<file path="config.mk">
export PLATFORM = sky130hd
export DESIGN_NAME = dsp_loop_ctrl_flat
export DESIGN_NICKNAME = d
export VERILOG_FILES = /design/src/rtl/dsp_loop_ctrl_if.sv /design/src/rtl/dsp_loop_ctrl.sv /design/src/flat_wrapper.sv
export SDC_FILE = /design/constraint.sdc
export NUM_CORES = 1
export LEC_CHECK = 0
export BUFFER_PORTS_ARGS = -buffer_cell sky130_fd_sc_hd__buf_2
export CAP_MARGIN = 20
export CELL_PAD_IN_SITES_DETAIL_PLACEMENT = 1
export CELL_PAD_IN_SITES_GLOBAL_PLACEMENT = 1
export CORE_MARGIN = 8
export CORE_UTILIZATION = 35
export DETAILED_ROUTE_END_ITERATION = 8
export PLACE_DENSITY_LB_ADDON = 0.1
export RECOVER_POWER = 50
export SLEW_MARGIN = 10
export SYNTH_ARGS = -nofsm -noshare
export SYNTH_HDL_FRONTEND = slang
export SYNTH_SLANG_ARGS = --single-unit
</file>
<file path="constraint.sdc">
create_clock -name clk -period 16.4 [get_ports clk]
set_input_delay 0.82 -clock clk [delete_from_list [all_inputs] [get_ports clk]]
set_output_delay 0.82 -clock clk [all_outputs]
set_load 0.1 [all_outputs]
</file>
<file path="src/rtl/dsp_loop_ctrl_if.sv">
// Loop controller bus: Decode/Branch requests and PC in, Fetch jump port out.
//   master : Decode/Branch/Fetch side (drives pc, loop and branch requests)
//   slave  : dsp_loop_ctrl (drives jump_flag/jump_addr back to Fetch)
interface dsp_loop_ctrl_if #(
  parameter int ADDR_W = 16,
  parameter int CNT_W  = 16
);
  logic [ADDR_W-1:0] pc;
  logic              loop_start;
  logic [ADDR_W-1:0] loop_end_addr;
  logic [CNT_W-1:0]  loop_count;
  logic              loop_break;
  logic              branch_req;
  logic [ADDR_W-1:0] branch_addr;
  logic              jump_flag;
  logic [ADDR_W-1:0] jump_addr;

  modport master (
    output pc, loop_start, loop_end_addr, loop_count, loop_break,
           branch_req, branch_addr,
    input  jump_flag, jump_addr
  );

  modport slave (
    input  pc, loop_start, loop_end_addr, loop_count, loop_break,
           branch_req, branch_addr,
    output jump_flag, jump_addr
  );
endinterface

</file>
<file path="src/rtl/dsp_loop_ctrl.sv">
// Zero-overhead hardware loop controller. Holds a stack of nested loop
// contexts {start, end, count}, compares the top context's end address with
// the fetch PC and drives Fetch's jump port (shared with ordinary branches).
// Ports:
//   clk, rst : clock, asynchronous active-high reset
//   bus      : dsp_loop_ctrl_if.slave (pc, loop/branch requests in; jump out)
//   depth    : number of active loop contexts
//   err      : sticky overflow/underflow/illegal-push flag
module dsp_loop_ctrl #(
  parameter int ADDR_W = 16,
  parameter int CNT_W  = 16,
  parameter int DEPTH  = 4
) (
  input  logic                       clk,
  input  logic                       rst,
  dsp_loop_ctrl_if.slave             bus,
  output logic [$clog2(DEPTH+1)-1:0] depth,
  output logic                       err
);
  localparam int DW = $clog2(DEPTH + 1);
  localparam int IW = (DEPTH > 1) ? $clog2(DEPTH) : 1;

  logic [ADDR_W-1:0] start_q [DEPTH];
  logic [ADDR_W-1:0] end_q   [DEPTH];
  logic [CNT_W-1:0]  cnt_q   [DEPTH];
  logic [DW-1:0]     depth_q;
  logic              err_q;

  logic [DW-1:0]     depth_m1;
  logic [IW-1:0]     top_idx;
  logic [ADDR_W-1:0] top_start;
  logic [ADDR_W-1:0] top_end;
  logic [CNT_W-1:0]  top_cnt;
  logic [ADDR_W-1:0] pc_inc;
  logic              has_ctx;
  logic              end_hit;
  logic              cnt_gt1;
  logic              zero_cnt;
  logic              iter_end;
  logic              dec;
  logic              do_pop;
  logic              underflow;
  logic              push_req;
  logic              push_bad;
  logic              do_push;
  logic [DW-1:0]     base;
  logic [IW-1:0]     push_idx;

  assign depth_m1 = depth_q - DW'(1);
  assign top_idx  = depth_m1[IW-1:0];
  assign pc_inc   = bus.pc + ADDR_W'(1);
  assign has_ctx  = (depth_q != '0);

  // Top-of-stack read mux; loop compare keeps the index in range for any DEPTH.
  always_comb begin
    top_start = '0;
    top_end   = '0;
    top_cnt   = '0;
    for (int unsigned i = 0; i < DEPTH; i++) begin
      if (IW'(i) == top_idx) begin
        top_start = start_q[i];
        top_end   = end_q[i];
        top_cnt   = cnt_q[i];
      end
    end
  end

  assign end_hit  = has_ctx && (bus.pc == top_end);
  assign cnt_gt1  = (top_cnt > CNT_W'(1));
  assign zero_cnt = bus.loop_start && (bus.loop_count == '0);

  always_comb begin
    bus.jump_flag = 1'b0;
    bus.jump_addr = '0;
    if (bus.branch_req) begin
      bus.jump_flag = 1'b1;
      bus.jump_addr = bus.branch_addr;
    end else if (zero_cnt) begin
      bus.jump_flag = 1'b1;
      bus.jump_addr = bus.loop_end_addr + ADDR_W'(1);
    end else if (end_hit && cnt_gt1) begin
      bus.jump_flag = 1'b1;
      bus.jump_addr = top_start;
    end
  end

  // Final-iteration pop and loop_break merge into a single pop.
  assign iter_end  = end_hit && !bus.branch_req;
  assign dec       = iter_end && cnt_gt1;
  assign do_pop    = has_ctx && ((iter_end && !cnt_gt1) || bus.loop_break);
  assign underflow = bus.loop_break && !has_ctx;

  assign push_req = bus.loop_start && (bus.loop_count != '0) && !bus.branch_req;
  assign push_bad = (depth_q == DW'(DEPTH)) || end_hit ||
                    (has_ctx && (bus.loop_end_addr == top_end)) ||
                    (bus.loop_end_addr < pc_inc);
  assign do_push  = push_req && !push_bad;

  // A push lands on top of whatever survives this cycle's pop.
  assign base     = do_pop ? depth_m1 : depth_q;
  assign push_idx = base[IW-1:0];

  always_ff @(posedge clk or posedge rst) begin
    if (rst) begin
      depth_q <= '0;
      err_q   <= 1'b0;
      for (int unsigned i = 0; i < DEPTH; i++) begin
        start_q[i] <= '0;
        end_q[i]   <= '0;
        cnt_q[i]   <= '0;
      end
    end else begin
      for (int unsigned i = 0; i < DEPTH; i++) begin
        if (dec && (IW'(i) == top_idx)) begin
          cnt_q[i] <= top_cnt - CNT_W'(1);
        end
        if (do_push && (IW'(i) == push_idx)) begin
          start_q[i] <= pc_inc;
          end_q[i]   <= bus.loop_end_addr;
          cnt_q[i]   <= bus.loop_count;
        end
      end
      depth_q <= do_push ? base + DW'(1) : base;
      err_q   <= err_q | underflow | (push_req && push_bad);
    end
  end

  assign depth = depth_q;
  assign err   = err_q;
endmodule

</file>
<file path="src/flat_wrapper.sv">
// flat-port wrapper written by rule: the top's interface ports become plain ports
module dsp_loop_ctrl_flat 
#(
  parameter int ADDR_W = 16,
  parameter int CNT_W  = 16,
  parameter int DEPTH  = 4
)
  (clk, rst, depth, err, bus_pc, bus_loop_start, bus_loop_end_addr, bus_loop_count, bus_loop_break, bus_branch_req, bus_branch_addr, bus_jump_flag, bus_jump_addr);
  dsp_loop_ctrl_if #(.ADDR_W(ADDR_W), .CNT_W(CNT_W)) bus_i ();
  input  logic clk;
  input  logic rst;
  output logic [$clog2(DEPTH+1)-1:0] depth;
  output logic err;
  input wire logic [$bits(bus_i.pc)-1:0] bus_pc;
  input wire logic [$bits(bus_i.loop_start)-1:0] bus_loop_start;
  input wire logic [$bits(bus_i.loop_end_addr)-1:0] bus_loop_end_addr;
  input wire logic [$bits(bus_i.loop_count)-1:0] bus_loop_count;
  input wire logic [$bits(bus_i.loop_break)-1:0] bus_loop_break;
  input wire logic [$bits(bus_i.branch_req)-1:0] bus_branch_req;
  input wire logic [$bits(bus_i.branch_addr)-1:0] bus_branch_addr;
  output wire logic [$bits(bus_i.jump_flag)-1:0] bus_jump_flag;
  output wire logic [$bits(bus_i.jump_addr)-1:0] bus_jump_addr;
  assign bus_i.pc = bus_pc;
  assign bus_i.loop_start = bus_loop_start;
  assign bus_i.loop_end_addr = bus_loop_end_addr;
  assign bus_i.loop_count = bus_loop_count;
  assign bus_i.loop_break = bus_loop_break;
  assign bus_i.branch_req = bus_branch_req;
  assign bus_i.branch_addr = bus_branch_addr;
  assign bus_jump_flag = bus_i.jump_flag;
  assign bus_jump_addr = bus_i.jump_addr;
  dsp_loop_ctrl #(.ADDR_W(ADDR_W), .CNT_W(CNT_W), .DEPTH(DEPTH)) u_core (.clk(clk), .rst(rst), .bus(bus_i), .depth(depth), .err(err));
endmodule
</file>
==> flow_metrics.tcl <==
set metrics [dict create \
    status "finished, violations left" \
    violations "capacitance limit, slew limit" \
    drive_gt1_frac 0.246 \
    tritoncts "yes" \
    powerDensity_mw_per_mm2 204 \
    synth-seq-cells 196 \
    dpl_cell_area_sq_mm 0.0126 \
    final_cells 1663 \
    dr_total_vias 9237 \
    fin_crit_ns 9.08 \
    post_cts_resize_count 0 \
    syn_area_per_cell_sq_um 10.2 \
    r2r_slack_ns 7.32 \
    worst_pin_slew_ns 5.53 \
    htree_levels 4 \
    rsz0062_at_grt "false" \
    core_sq_mm 0.0334 \
    leakage_nw 5.58 \
    synth_cell_types 72 \
    num_antenna_cells 0 \
    drt_wl_total_um 40200 \
    hold_viol_final 0 \
    yosys.area_share.adder 0.0275 \
    die_w_um 200 \
    r2r_end "u_core.cnt_q[17]$_DFFE_PP0P_" \
    r2r_start "u_core.depth[0]$_DFF_PP0_" \
    max_slew_margin -2.71 \
    dieArea_sq_mm 0.0399 \
    peakVddDrop_v 0.0000957 \
    path_class "reg -> reg" \
    hpwl_um 26700 \
    worstPathMaxFanout 64 \
    area.growth.synth_to_final_pct 11.3 \
    final_area_sq_mm 0.0131 \
    n_fill_cell 3787 \
    vias_per_cell 5.55 \
    ys_seq_area_frac 0.415 \
    setup_tns_ns 0 \
    clock_path_buffers 2 \
    dieHeight_um 200 \
    setup_viol 0 \
    hold_buffers 0 \
    grt_start_max_net_pins 116 \
    hold_class "reg -> reg" \
    grt_first_pass_wirelength_um 61200 \
    drv_cap 4 \
    drt-wirelength-per-cell_um 24.2 \
    final_core_utilization 0.394 \
    cts_setup_buffers 0 \
    place_congestion 0.819 \
    synth-xor-area-share 0.0563 \
    clockRootBuffer "clkbuf_16" \
    rr_worst_depth 17 \
    hold-path-endpoint "u_core.err$_DFF_PP0_" \
    fin_skew_ns 0.0171 \
    syn_area_sq_mm 0.0118 \
    final_cell_mix "dfrtp_1 (196), nor2_1 (144), mux2_2 (128), buf_2 (85), a21oi_1 (84)" \
    hold_path_depth 2 \
    cp-start-kind "flop" \
    synth_top_family_by_area "multiplexers" \
    yosys.area_share.simple 0.150 \
    fin_nets 1298 \
    post-route-period-util 0.554 \
    async_flop_share 1.00 \
    final_common_cell "dfrtp_1" \
    rows 67 \
    dr.pass1.iters 5 \
    dr.first_iter.drc_count 570 \
    cts.clk_slew.worst_paths_ns 0.07 \
    muxShareOfSynthArea 0.162 \
    worstSkewPairLatency_ns 0.45 \
    place_inst 1631 \
    crit_arrival_ns 9.40 \
    antenna_found_initial 0 \
    cp_data_required_time_ns 16.72 \
    grt.overflow.total 0 \
    grt_use_total 0.204 \
    slew_viol_final 240 \
    drc_errors 0 \
    cts_buffers 17 \
    crit_path_end_kind "flop" \
    yosysWarnings 0 \
    netlist_instances 1158 \
    fmax_ghz 0.110 \
    synth_compound_area_frac 0.142 \
    postRouteAntennaNets 0 \
    io_buffers 89 \
    cts.sinks 196 \
    pin_count 90 \
    synth_nets 1253 \
    synth-edff-count 0 \
    synth-main-ff-cell "dfrtp_1" \
    first_global_vias 9690 \
    min_from "u_core.err$_DFF_PP0_" \
    initial_core_util 0.354 \
]
kinds of logic (layout without fill, tap and decap cells):
kind of cell             Yosys count  in the layout
flip-flops                       196            196
buffers and inverters            111            168
XOR/XNOR                          76             76
adder cells (fa/ha/maj)           26             26
AO/OA/AOI/OAI                    234            234
multiplexers                     168            168
AND/OR/NAND/NOR                  347            347
metal layers:
| metal | global-route usage | part of all wire | vias up |
|---|---|---|---|
| met5 | 0 | 0 | - |
| met4 | 0.0444 | 0.011 | 0 |
| met3 | 0.0268 | 0.034 | 24 |
| met2 | 0.320 | 0.46 | 155 |
| met1 | 0.296 | 0.50 | 4806 |
| li1 | - | - | 4252 |
synth_stat cells, drive strengths merged (6+ instances only):
| cell type | instances | area, sq um |
|---|---|---|
| nor2 | 145 | 547 |
| buf | 51 | 322 |
| a311oi | 8 | 70.1 |
| nand4 | 13 | 81.3 |
| o22ai | 18 | 113 |
| nand3 | 15 | 75.1 |
| nor2b | 16 | 103 |
| dfrtp | 196 | 4900 |
| or3 | 16 | 100 |
| nor3b | 17 | 133 |
| a211oi | 11 | 87.6 |
| o221ai | 8 | 70.1 |
| xor2 | 44 | 385 |
| mux2 | 163 | 1870 |
| nor4 | 15 | 151 |
| xnor2 | 32 | 280 |
| o21ai | 23 | 115 |
| and3 | 7 | 43.8 |
| a221oi | 17 | 186 |
| inv | 30 | 113 |
| ha | 26 | 325 |
| clkbuf | 30 | 114 |
| a221o | 35 | 350 |
| nand3b | 18 | 135 |
| nand2b | 6 | 37.5 |
| a21oi | 86 | 438 |
| nand2 | 61 | 231 |
cell type report:
class / count / area [sq um] / area share
sequential: 196 / 4900 / 0.373
timing repair buffer: 107 / 567 / 0.0431
inverter: 30 / 114 / 0.00866
clock buffer: 20 / 447 / 0.0340
multi-input combinational: 851 / 6380 / 0.485
tap: 448 / 561 / 0.0426
clock inverter: 11 / 176 / 0.0134
per-stage QoR:
step	total power, mW	setup WS, ns	hold slack [ns]
floorplan	1.86	9.69	0.458
global placement	2.21	9.54	0.466
detailed placement	2.23	9.44	0.460
CTS	2.71	9.34	0.482
global route	2.87	6.73	0.512
finish	2.68	7.32	0.475
state kept, by name (all words and copies together), names as in the netlist:
register and flops:
u_core.cnt_q 64, u_core.end_q 64, u_core.start_q 64, u_core.depth 3
u_core.err 1
worst max-delay path, cell delays in order (launching register included):
cell and delay, ns:
dfrtp_1 0.47, ha_1 0.99, clkbuf_1 1.56, nand2b_1 0.96, o22ai_1 0.50, or3_1 0.17
nand4_1 0.10, nor4_1 1.09, a31oi_2 0.31, nor2_1 0.25, mux2_2 0.39, inv_1 0.06
ha_1 0.15, nand3_1 0.07, nor2_1 0.17, a31o_4 0.81, a21oi_2 0.41, a221o_1 0.44
report_power, final:
group          internal [mW]  switching [mW]
Combinational          0.545           0.823
Sequential             0.719           0.132
Clock                  0.261           0.201
how the worst max path moves through the flow:
| stage | startpoint | depth (start not counted) | to | slack [ns] |
|---|---|---|---|---|
| 5_1_grt | u_core.depth[0]$_DFF_PP0_ | 17 | u_core.cnt_q[28]$_DFFE_PP0P_ | 6.73 |
| 3_5_place_dp | u_core.depth[0]$_DFF_PP0_ | 20 | u_core.cnt_q[44]$_DFFE_PP0P_ | 9.44 |
| 6_report | u_core.depth[0]$_DFF_PP0_ | 17 | u_core.cnt_q[17]$_DFFE_PP0P_ | 7.32 |
| 3_3_place_gp | u_core.depth[0]$_DFF_PP0_ | 16 | u_core.cnt_q[34]$_DFFE_PP0P_ | 9.54 |
| 2_1_floorplan | u_core.depth[0]$_DFF_PP0_ | 18 | bus_jump_addr[2] | 9.69 |
| 4_1_cts | u_core.depth[0]$_DFF_PP0_ | 20 | u_core.cnt_q[44]$_DFFE_PP0P_ | 9.34 |
(Power assumes the default switching activity.)
